File: config.mk
export PLATFORM = sky130hd
export DESIGN_NAME = color_label_writer
export DESIGN_NICKNAME = d
export VERILOG_FILES = /design/src/rtl/color_label_writer_pkg.sv /design/src/rtl/color_classifier.sv /design/src/rtl/color_label_writer.sv
export SDC_FILE = /design/constraint.sdc
export NUM_CORES = 1
export LEC_CHECK = 0
export ABC_AREA = 1
export ABC_CLOCK_PERIOD_IN_PS = 4800
export BUFFER_PORTS_ARGS = -buffer_cell sky130_fd_sc_hd__buf_2
export CORE_UTILIZATION = 40
export DETAILED_ROUTE_END_ITERATION = 7
export PLACE_DENSITY = 0.59
export SLEW_MARGIN = 20
export SYNTH_ARGS = -nofsm -noshare
export SYNTH_HDL_FRONTEND = slang
export SYNTH_SLANG_ARGS = --single-unit
File: constraint.sdc
create_clock -name video_clk -period 4.8 [get_ports video_clk]
set_input_delay 0.96 -clock video_clk [delete_from_list [all_inputs] [get_ports video_clk]]
set_output_delay 0.96 -clock video_clk [all_outputs]
set_load 0.1 [all_outputs]
File: src/rtl/color_label_writer_pkg.sv
// Shared definitions for the label frame buffer: geometry, address width and label codes.
// Also consumed by the playback stage's colour decode, so keep label encodings stable.
package color_label_writer_pkg;

  localparam int H_ACTIVE     = 640;
  localparam int V_ACTIVE     = 480;
  localparam int FRAME_PIXELS = H_ACTIVE * V_ACTIVE;
  localparam int ADDR_W       = 19;
  localparam int X_W          = 10;
  localparam int Y_W          = 9;

  typedef enum logic [2:0] {
    LBL_NONE    = 3'd0,
    LBL_RED     = 3'd1,
    LBL_GREEN   = 3'd2,
    LBL_BLUE    = 3'd3,
    LBL_MAGENTA = 3'd4,
    LBL_CYAN    = 3'd5,
    LBL_MARKER  = 3'd6,
    LBL_YELLOW  = 3'd7
  } label_e;

  typedef enum logic [1:0] {
    ST_IDLE,
    ST_ACTIVE,
    ST_DONE
  } wr_state_e;

  typedef struct packed {
    logic [3:0] r;
    logic [3:0] g;
    logic [3:0] b;
  } rgb444_t;

endpackage

File: src/rtl/color_classifier.sv
// Combinational RGB444 -> colour label; zero latency, no flow control.
// A channel between CH_MAX_OFF and CH_MIN is ambiguous and forces LBL_NONE.
module color_classifier
  import color_label_writer_pkg::*;
#(
  parameter logic [3:0] CH_MIN     = 4'd8,
  parameter logic [3:0] CH_MAX_OFF = 4'd5
) (
  input  rgb444_t rgb,
  output label_e  label
);

  logic [2:0] ch_on;
  logic [2:0] ch_off;

  always_comb begin
    ch_on  = {rgb.r >= CH_MIN, rgb.g >= CH_MIN, rgb.b >= CH_MIN};
    ch_off = {rgb.r <= CH_MAX_OFF, rgb.g <= CH_MAX_OFF, rgb.b <= CH_MAX_OFF};
    label  = LBL_NONE;
    if ((ch_on | ch_off) == 3'b111) begin
      case (ch_on)
        3'b100:  label = LBL_RED;
        3'b010:  label = LBL_GREEN;
        3'b001:  label = LBL_BLUE;
        3'b101:  label = LBL_MAGENTA;
        3'b011:  label = LBL_CYAN;
        3'b110:  label = LBL_YELLOW;
        default: label = LBL_NONE;
      endcase
    end
  end

endmodule

File: src/rtl/color_label_writer.sv
// Classifies the raster camera stream and writes one label per pixel to the label BRAM at y*H+x.
// Accepted pixel -> bram_we after exactly 3 cycles, one pixel per cycle; the BRAM never stalls.
module color_label_writer #(
  parameter int         H_ACTIVE   = color_label_writer_pkg::H_ACTIVE,
  parameter int         V_ACTIVE   = color_label_writer_pkg::V_ACTIVE,
  parameter logic [3:0] CH_MIN     = 4'd8,
  parameter logic [3:0] CH_MAX_OFF = 4'd5
) (
  input  logic                                     video_clk,
  input  logic                                     reset_n,
  input  logic                                     enable,
  input  logic                                     frame_start,
  input  logic                                     pixel_valid,
  input  logic [11:0]                              pixel_rgb,
  input  logic [color_label_writer_pkg::X_W-1:0]   marker_x,
  input  logic [color_label_writer_pkg::Y_W-1:0]   marker_y,
  output logic                                     bram_we,
  output logic [color_label_writer_pkg::ADDR_W-1:0] bram_addr,
  output logic [2:0]                               bram_din,
  output logic                                     frame_written,
  output logic                                     short_frame,
  output logic                                     overrun
);
  import color_label_writer_pkg::*;

  localparam logic [X_W-1:0]    X_LAST    = X_W'(H_ACTIVE - 1);
  localparam logic [Y_W-1:0]    Y_LAST    = Y_W'(V_ACTIVE - 1);
  localparam logic [X_W-1:0]    X_LIMIT   = X_W'(H_ACTIVE);
  localparam logic [ADDR_W-1:0] ADDR_LAST = ADDR_W'(H_ACTIVE * V_ACTIVE - 1);

  wr_state_e         state_q, state_d;
  logic [X_W-1:0]    x_q, cur_x;
  logic [Y_W-1:0]    y_q, cur_y;
  logic [ADDR_W-1:0] addr_q, cur_addr;
  logic              accept;
  logic              last_px;

  // A frame_start pixel is (0,0) of the new frame, so coordinates restart in the same cycle.
  always_comb begin
    cur_x    = frame_start ? '0 : x_q;
    cur_y    = frame_start ? '0 : y_q;
    cur_addr = frame_start ? '0 : addr_q;
    accept   = pixel_valid && (frame_start ? enable : (state_q == ST_ACTIVE));
    last_px  = (cur_x == X_LAST) && (cur_y == Y_LAST);
    state_d  = state_q;
    if (frame_start) begin
      state_d = enable ? ST_ACTIVE : ST_IDLE;
    end
    if (accept && last_px) begin
      state_d = ST_DONE;
    end
  end

  always_ff @(posedge video_clk) begin
    if (!reset_n) begin
      state_q <= ST_IDLE;
    end else begin
      state_q <= state_d;
    end
  end

  always_ff @(posedge video_clk) begin
    if (!reset_n) begin
      x_q    <= '0;
      y_q    <= '0;
      addr_q <= '0;
    end else if (accept) begin
      if (cur_x == X_LAST) begin
        x_q <= '0;
        y_q <= last_px ? '0 : cur_y + Y_W'(1);
      end else begin
        x_q <= cur_x + X_W'(1);
        y_q <= cur_y;
      end
      addr_q <= last_px ? '0 : cur_addr + ADDR_W'(1);
    end else if (frame_start) begin
      x_q    <= '0;
      y_q    <= '0;
      addr_q <= '0;
    end
  end

  always_ff @(posedge video_clk) begin
    if (!reset_n) begin
      short_frame <= 1'b0;
      overrun     <= 1'b0;
    end else begin
      short_frame <= frame_start && (state_q == ST_ACTIVE);
      if (pixel_valid && !frame_start && (state_q == ST_DONE)) begin
        overrun <= 1'b1;
      end
    end
  end

  logic              s1_vld;
  rgb444_t           s1_rgb;
  logic [X_W-1:0]    s1_x;
  logic [Y_W-1:0]    s1_y;
  logic [ADDR_W-1:0] s1_addr;
  label_e            s1_label;
  logic              s2_vld;
  label_e            s2_label;
  logic              s2_marker;
  logic [ADDR_W-1:0] s2_addr;

  always_ff @(posedge video_clk) begin
    if (!reset_n) begin
      s1_vld  <= 1'b0;
      s1_rgb  <= '0;
      s1_x    <= '0;
      s1_y    <= '0;
      s1_addr <= '0;
    end else begin
      s1_vld  <= accept;
      s1_rgb  <= rgb444_t'(pixel_rgb);
      s1_x    <= cur_x;
      s1_y    <= cur_y;
      s1_addr <= cur_addr;
    end
  end

  color_classifier #(
    .CH_MIN     (CH_MIN),
    .CH_MAX_OFF (CH_MAX_OFF)
  ) u_classifier (
    .rgb   (s1_rgb),
    .label (s1_label)
  );

  always_ff @(posedge video_clk) begin
    if (!reset_n) begin
      s2_vld    <= 1'b0;
      s2_label  <= LBL_NONE;
      s2_marker <= 1'b0;
      s2_addr   <= '0;
    end else begin
      s2_vld    <= s1_vld;
      s2_label  <= s1_label;
      s2_marker <= (marker_x < X_LIMIT) && ((s1_x == marker_x) || (s1_y == marker_y));
      s2_addr   <= s1_addr;
    end
  end

  // Address and data only move with a write so the BRAM port stays quiet between pixels.
  always_ff @(posedge video_clk) begin
    if (!reset_n) begin
      bram_we       <= 1'b0;
      bram_addr     <= '0;
      bram_din      <= '0;
      frame_written <= 1'b0;
    end else begin
      bram_we       <= s2_vld;
      frame_written <= s2_vld && (s2_addr == ADDR_LAST);
      if (s2_vld) begin
        bram_addr <= s2_addr;
        bram_din  <= s2_marker ? LBL_MARKER : s2_label;
      end
    end
  end

endmodule

# After elaboration in Yosys (flattened, before gate mapping)
# Cells that the tools add are included.
# totals
register_bits	141
output_inout_bits	26
# op_classes
add_sub_neg	3
magnitude_cmp	7
n_eq_ne	14
n_mux	16
bitwise	2
reduce_logical	13
# ops
operator	n
two-way mux 19 bit	3
two-way mux 9 bit	4
two-way mux 10 bit	3
adder 19 x 1 -> 19 bit (second input constant)	1
equality test 19 bit (second input constant)	1
one-hot mux 3 bit (6 select lines)	1
equality test 3 bit (second input constant)	4
>= comparator 4 bit (second input constant)	3
less-or-equal comparator 4 x 3 -> 1 bit (second input constant)	3
adder 10 x 1 -> 10 bit (second input constant)	1
equality test 10 bit	1
equality test 10 bit (second input constant)	1
< comparator 10 bit (second input constant)	1
adder 9 x 1 -> 9 bit (second input constant)	1
equality test 9 bit	1
equality test 9 bit (second input constant)	1
logical AND 1 bit	8
equality test 3 x 2 -> 1 bit (second input constant)	2
two-way mux 2 bit	2
equality test 3 x 1 -> 1 bit (second input constant)	1
two-way mux 3 bit	1
OR 3 bit	1
equality test 2 x 1 -> 1 bit (second input constant)	1
equality test 2 bit (second input constant)	1
7 further kinds	8

# Logic depth before layout (Yosys ltp)
# logic_depth
ltp_word	6
ltp_mapped	15
ltp_nobuf	13

# Hierarchy
# Synthesis repeated with hierarchy kept, for this count alone.
# hier_totals
hier_cells	774
area_unflattened_um2	5801.8
# by_module_without_submodules
module	n_inst	cells_each	area_each_um2	seq_area_each_um2
color_label_writer	1	754	5713.0	2822.7
color_classifier	1	20	88.8	0.0

# Worst setup path after synthesis
# No wires, ideal clock.
# synth_timing
path_type	input to register
from	input port frame_start
to	register state_q[0]
t_arrival_ns	2.588
path_slack_ns	2.093
path_stages	15
n_path_buf	4
path_cell_list	buf_6 > buf_2 > buf_2 > nor2_1 > ha_1 > nand2_1 > inv_1 > nand2_1 > nor2_1 > nand2_2 > nor2_2 > nand2_2 > nand2_4 > buf_6 > nor2_1
# synth_between
elab_chain_cells	5
# synth_lines
item	line	source
from (decl)	color_label_writer.sv:12	input logic frame_start,
two-way mux 10 bit	n/a	
named net cur_x[1]	color_label_writer.sv:32	logic [X_W-1:0] x_q, cur_x;
equality test 10 bit	color_label_writer.sv:44	last_px = (cur_x == X_LAST) && (cur_y == Y_LAST);
logical AND 1 bit	color_label_writer.sv:44	
logical AND 1 bit	color_label_writer.sv:49	if (accept && last_px) begin
OR reduction 2 bit (no source line)	n/a	
to (signal assigned)	color_label_writer.sv:58	state_q <= state_d;
to (decl)	color_label_writer.sv:31	wr_state_e state_q, state_d;
# The timed path passes the listed nets, and every way through them passes these cells.
# A chain may end at the register's enable or synchronous reset.

# Worst setup path in the final report
# layout_timing
from	input port frame_start
to	register addr_q[7]
# layout_between
elab_chain_cells	5
# layout_lines
item	line	source
branches (longest 4 deep; another with adder 19 x 1 -> 19 bit)	n/a	
two-way mux 19 bit *	color_label_writer.sv:67	end else if (accept) begin
to (signal assigned)	color_label_writer.sv:75	addr_q <= last_px ? '0 : cur_addr + ADDR_W'(1);
to (decl)	color_label_writer.sv:34	logic [ADDR_W-1:0] addr_q, cur_addr;
# Mark *: on every way between the ends.

==> flow_metrics.tcl <==
set metrics [dict create \
    synthToLayoutAreaGrowth_pct 17.3 \
    cap_violations 0 \
    post_cts_buffers 0 \
    cts_tree "done" \
    status "finished, final reports clean" \
    hold_viol 0 \
    gp_congestion 0.836 \
    ant_nets 0 \
    nNetsFinal 814 \
    regArea_um2 2760 \
    diodes 0 \
    min_path_type "flip-flop to flip-flop" \
    synth_nets 758 \
    reg2reg_to "addr_q[7]$_SDFF_PN0_" \
    worst_pin_slew_ns 0.689 \
    end_kind "flip-flop" \
    reg2reg_from "y_q[0]$_SDFF_PN0_" \
    vias 4438 \
    drive_gt1_share_pct 17.5 \
    grt_pass1_wl_um 19600 \
    cts_resized 0 \
    grt.total_usage_pct 17.2 \
    routed_wl_um 11200 \
    dp_cells 932 \
    cts_sinks 138 \
    clk_root_buffer_cell "clkbuf_16" \
    ios 62 \
    dpl-instance-area_um2 5930 \
    synth.distinct_cells 33 \
    fp.dieW_um 120 \
    syn_area_per_cell_um2 7.70 \
    grt_max_degree 59 \
    vias_per_cell 4.60 \
    p_total_w 0.00254 \
    skew_ns 0.00622 \
    syn_inst 719 \
    swShare_pct 24.6 \
    power_switching_w 0.000626 \
    r2r_cells 10 \
    slowest_delay_ns 0.54 \
    grt_pass1_vias 4371 \
    ys_warn_count 0 \
    power.density_nw_per_um2 391 \
    pwr-share-comb_pct 5.5 \
    crit_path_start "frame_start" \
    crit_slowest_cell "inv_2" \
    clock_latency_ns 0.41 \
    fin_crit_sh_pct 58.0 \
    holdWs_ns 0.408 \
    n_fill_cell 1327 \
    path_clk_slew_ns 0.06 \
    path_class "input pin to flip-flop" \
    yosys_most_used_dff "dfxtp_1" \
    hold_path_depth 2 \
    initial_utilization_pct 41.5 \
    worstSetupStartpointType "input pin" \
    hold_end "s2_addr[8]$_SDFF_PN0_" \
    htreeDepth 4 \
    crit_chain "buf_2, inv_2, nand2_1, nor3_1, nand3_1, nor2_2, nand2_2, nand2_4, nor2_1" \
    portBuffers 58 \
    coreArea_um2 13300 \
    synth_edf_count 0 \
    hp-start "s1_addr[8]$_SDFF_PN0_" \
    vdd_drop_max_uv 252 \
    cts_buffers 17 \
    p_leak_nw 2.91 \
    path_max_fanout 30 \
    rsz0062_at_grt "no" \
    crit_arrival_ns 3.08 \
    internal-power_w 0.00191 \
    critical_path_required_ns 5.09 \
    postCtsHoldBufs 0 \
    ys_ff_latch 138 \
    routedWlPerCell_um 11.6 \
    relSlewSlack_pct 54.0 \
    reg2reg_setup_slack_ns 2.78 \
    post-dp-hpwl_um 7710 \
    antenna_found_initial 0 \
    synth_area_um2 5540 \
    final_area_um2 6500 \
    finalNonFillerCells 964 \
    drtIter0Drc 244 \
    dieHeight_um 120 \
    seq_power_share_pct 45.9 \
    setup_viol_count_final 0 \
    firstDrtPassIters 4 \
    fin_tns_setup_ns 0 \
    clkPwrFrac_pct 48.6 \
    ys_seq_area_share_pct 49.9 \
    dieArea_um2 14300 \
    multi_input_comb_area_um2 2270 \
    layout_min_cycle_time_ns 2.78 \
    rows 42 \
    drv_slew 0 \
    cts_buffer_depth 2 \
    ys_async_sr_fraction_pct 0 \
    drc 0 \
    grt-ovfl-total 0 \
    fmax_mhz 359 \
]
layout by cell type (no fill, tap or decap), drive strengths merged:
cell type  count
dfxtp        138
nand3         30
clkbuf        18
nor2         169
clkinv         7
o211ai         2
nand4         13
nor3          15
a21oi         25
nand3b         1
o21bai         1
o21ai         33
nor4           2
ha             3
o22ai          2
xnor2          8
or2            3
clkinvlp       3
xor2          16
and3           2
nand2        135
bufinv         1
buf           60
inv          101
metrics by stage:
step	utilization (%)	setup slack [ns]
floorplan	-	2.09
global placement	44.4	1.61
detailed placement	44.4	1.61
CTS	48.7	2.06
global route	48.7	1.83
finish	48.7	2.02
power by group through the flow:
stage | sequential, W | combinational (W) | clock (W)
floorplan | 0.00123 | 0.0000646 | 0
global placement | 0.00119 | 0.000138 | 0
detailed placement | 0.00119 | 0.000140 | 0
CTS | 0.00117 | 0.000141 | 0.00126
global route | 0.00117 | 0.000151 | 0.00132
finish | 0.00117 | 0.000139 | 0.00123
cells by family after synthesis:
family | synth area share, %
AND/OR/NAND/NOR | 30.6
buffers and inverters | 9.08
adder cells (fa/ha/maj) | 0.678
AO/OA/AOI/OAI | 5.94
flip-flops | 49.9
XOR/XNOR | 3.79
state kept, by name (all words and copies together) (netlist names), 2 cells and up:
signal and count:
s2_label 3, addr_q 19, state_q 2, s2_addr 19, x_q 10, y_q 9, s1_addr 19, bram_addr 19
bram_din 3, s1_rgb 9, s1_y 9, s1_x 10
how the worst max path moves through the flow:
stage,endpoint,slack (ns)
floorplan,state_q[0]$_SDFFE_PP0P_,2.09
global placement,y_q[8]$_SDFF_PN0_,1.61
detailed placement,y_q[8]$_SDFF_PN0_,1.61
CTS,y_q[8]$_SDFF_PN0_,2.06
global route,y_q[7]$_SDFF_PN0_,1.83
finish,addr_q[7]$_SDFF_PN0_,2.02
area by class of cell:
class / instances / area share, %
well taps: 176 / 3.39
clock inverters: 14 / 2.16
flip-flops and latches: 138 / 42.5
clock buffers: 18 / 6.60
repair buffers: 60 / 4.70
multi-input cells: 460 / 35.0
inverters: 98 / 5.66
critical path, delay by kind of cell:
family	cells	cell delay, ns
simple gates	7	1.24
buf+inv	2	0.84
routing by layer:
layer | wire [um] | track usage [%] | vias up
met2 | 5190 | 28.2 | 94
met4 | 128 | 6.09 | 0
li1 | - | - | 2328
met3 | 503 | 4.75 | 12
met5 | 0 | 0 | -
met1 | 5390 | 21.5 | 2004
cells in the mapped netlist, types with 4 or more instances:
master / instances / area share (%)
nand3_1: 24 / 2.2
clkbuf_1: 14 / 0.95
nand2_2: 10 / 1.1
nand4_1: 13 / 1.5
inv_1: 96 / 6.5
nand3_2: 4 / 0.72
nor2_1: 149 / 10
nor3_1: 12 / 1.1
dfxtp_1: 138 / 50
o21ai_0: 31 / 2.8
buf_6: 6 / 1.2
a21oi_1: 25 / 2.3
nor2_4: 8 / 1.6
nor2_2: 12 / 1.4
xnor2_1: 8 / 1.3
nand2_1: 122 / 8.3
xor2_1: 16 / 2.5
(Power assumes the default switching activity.)
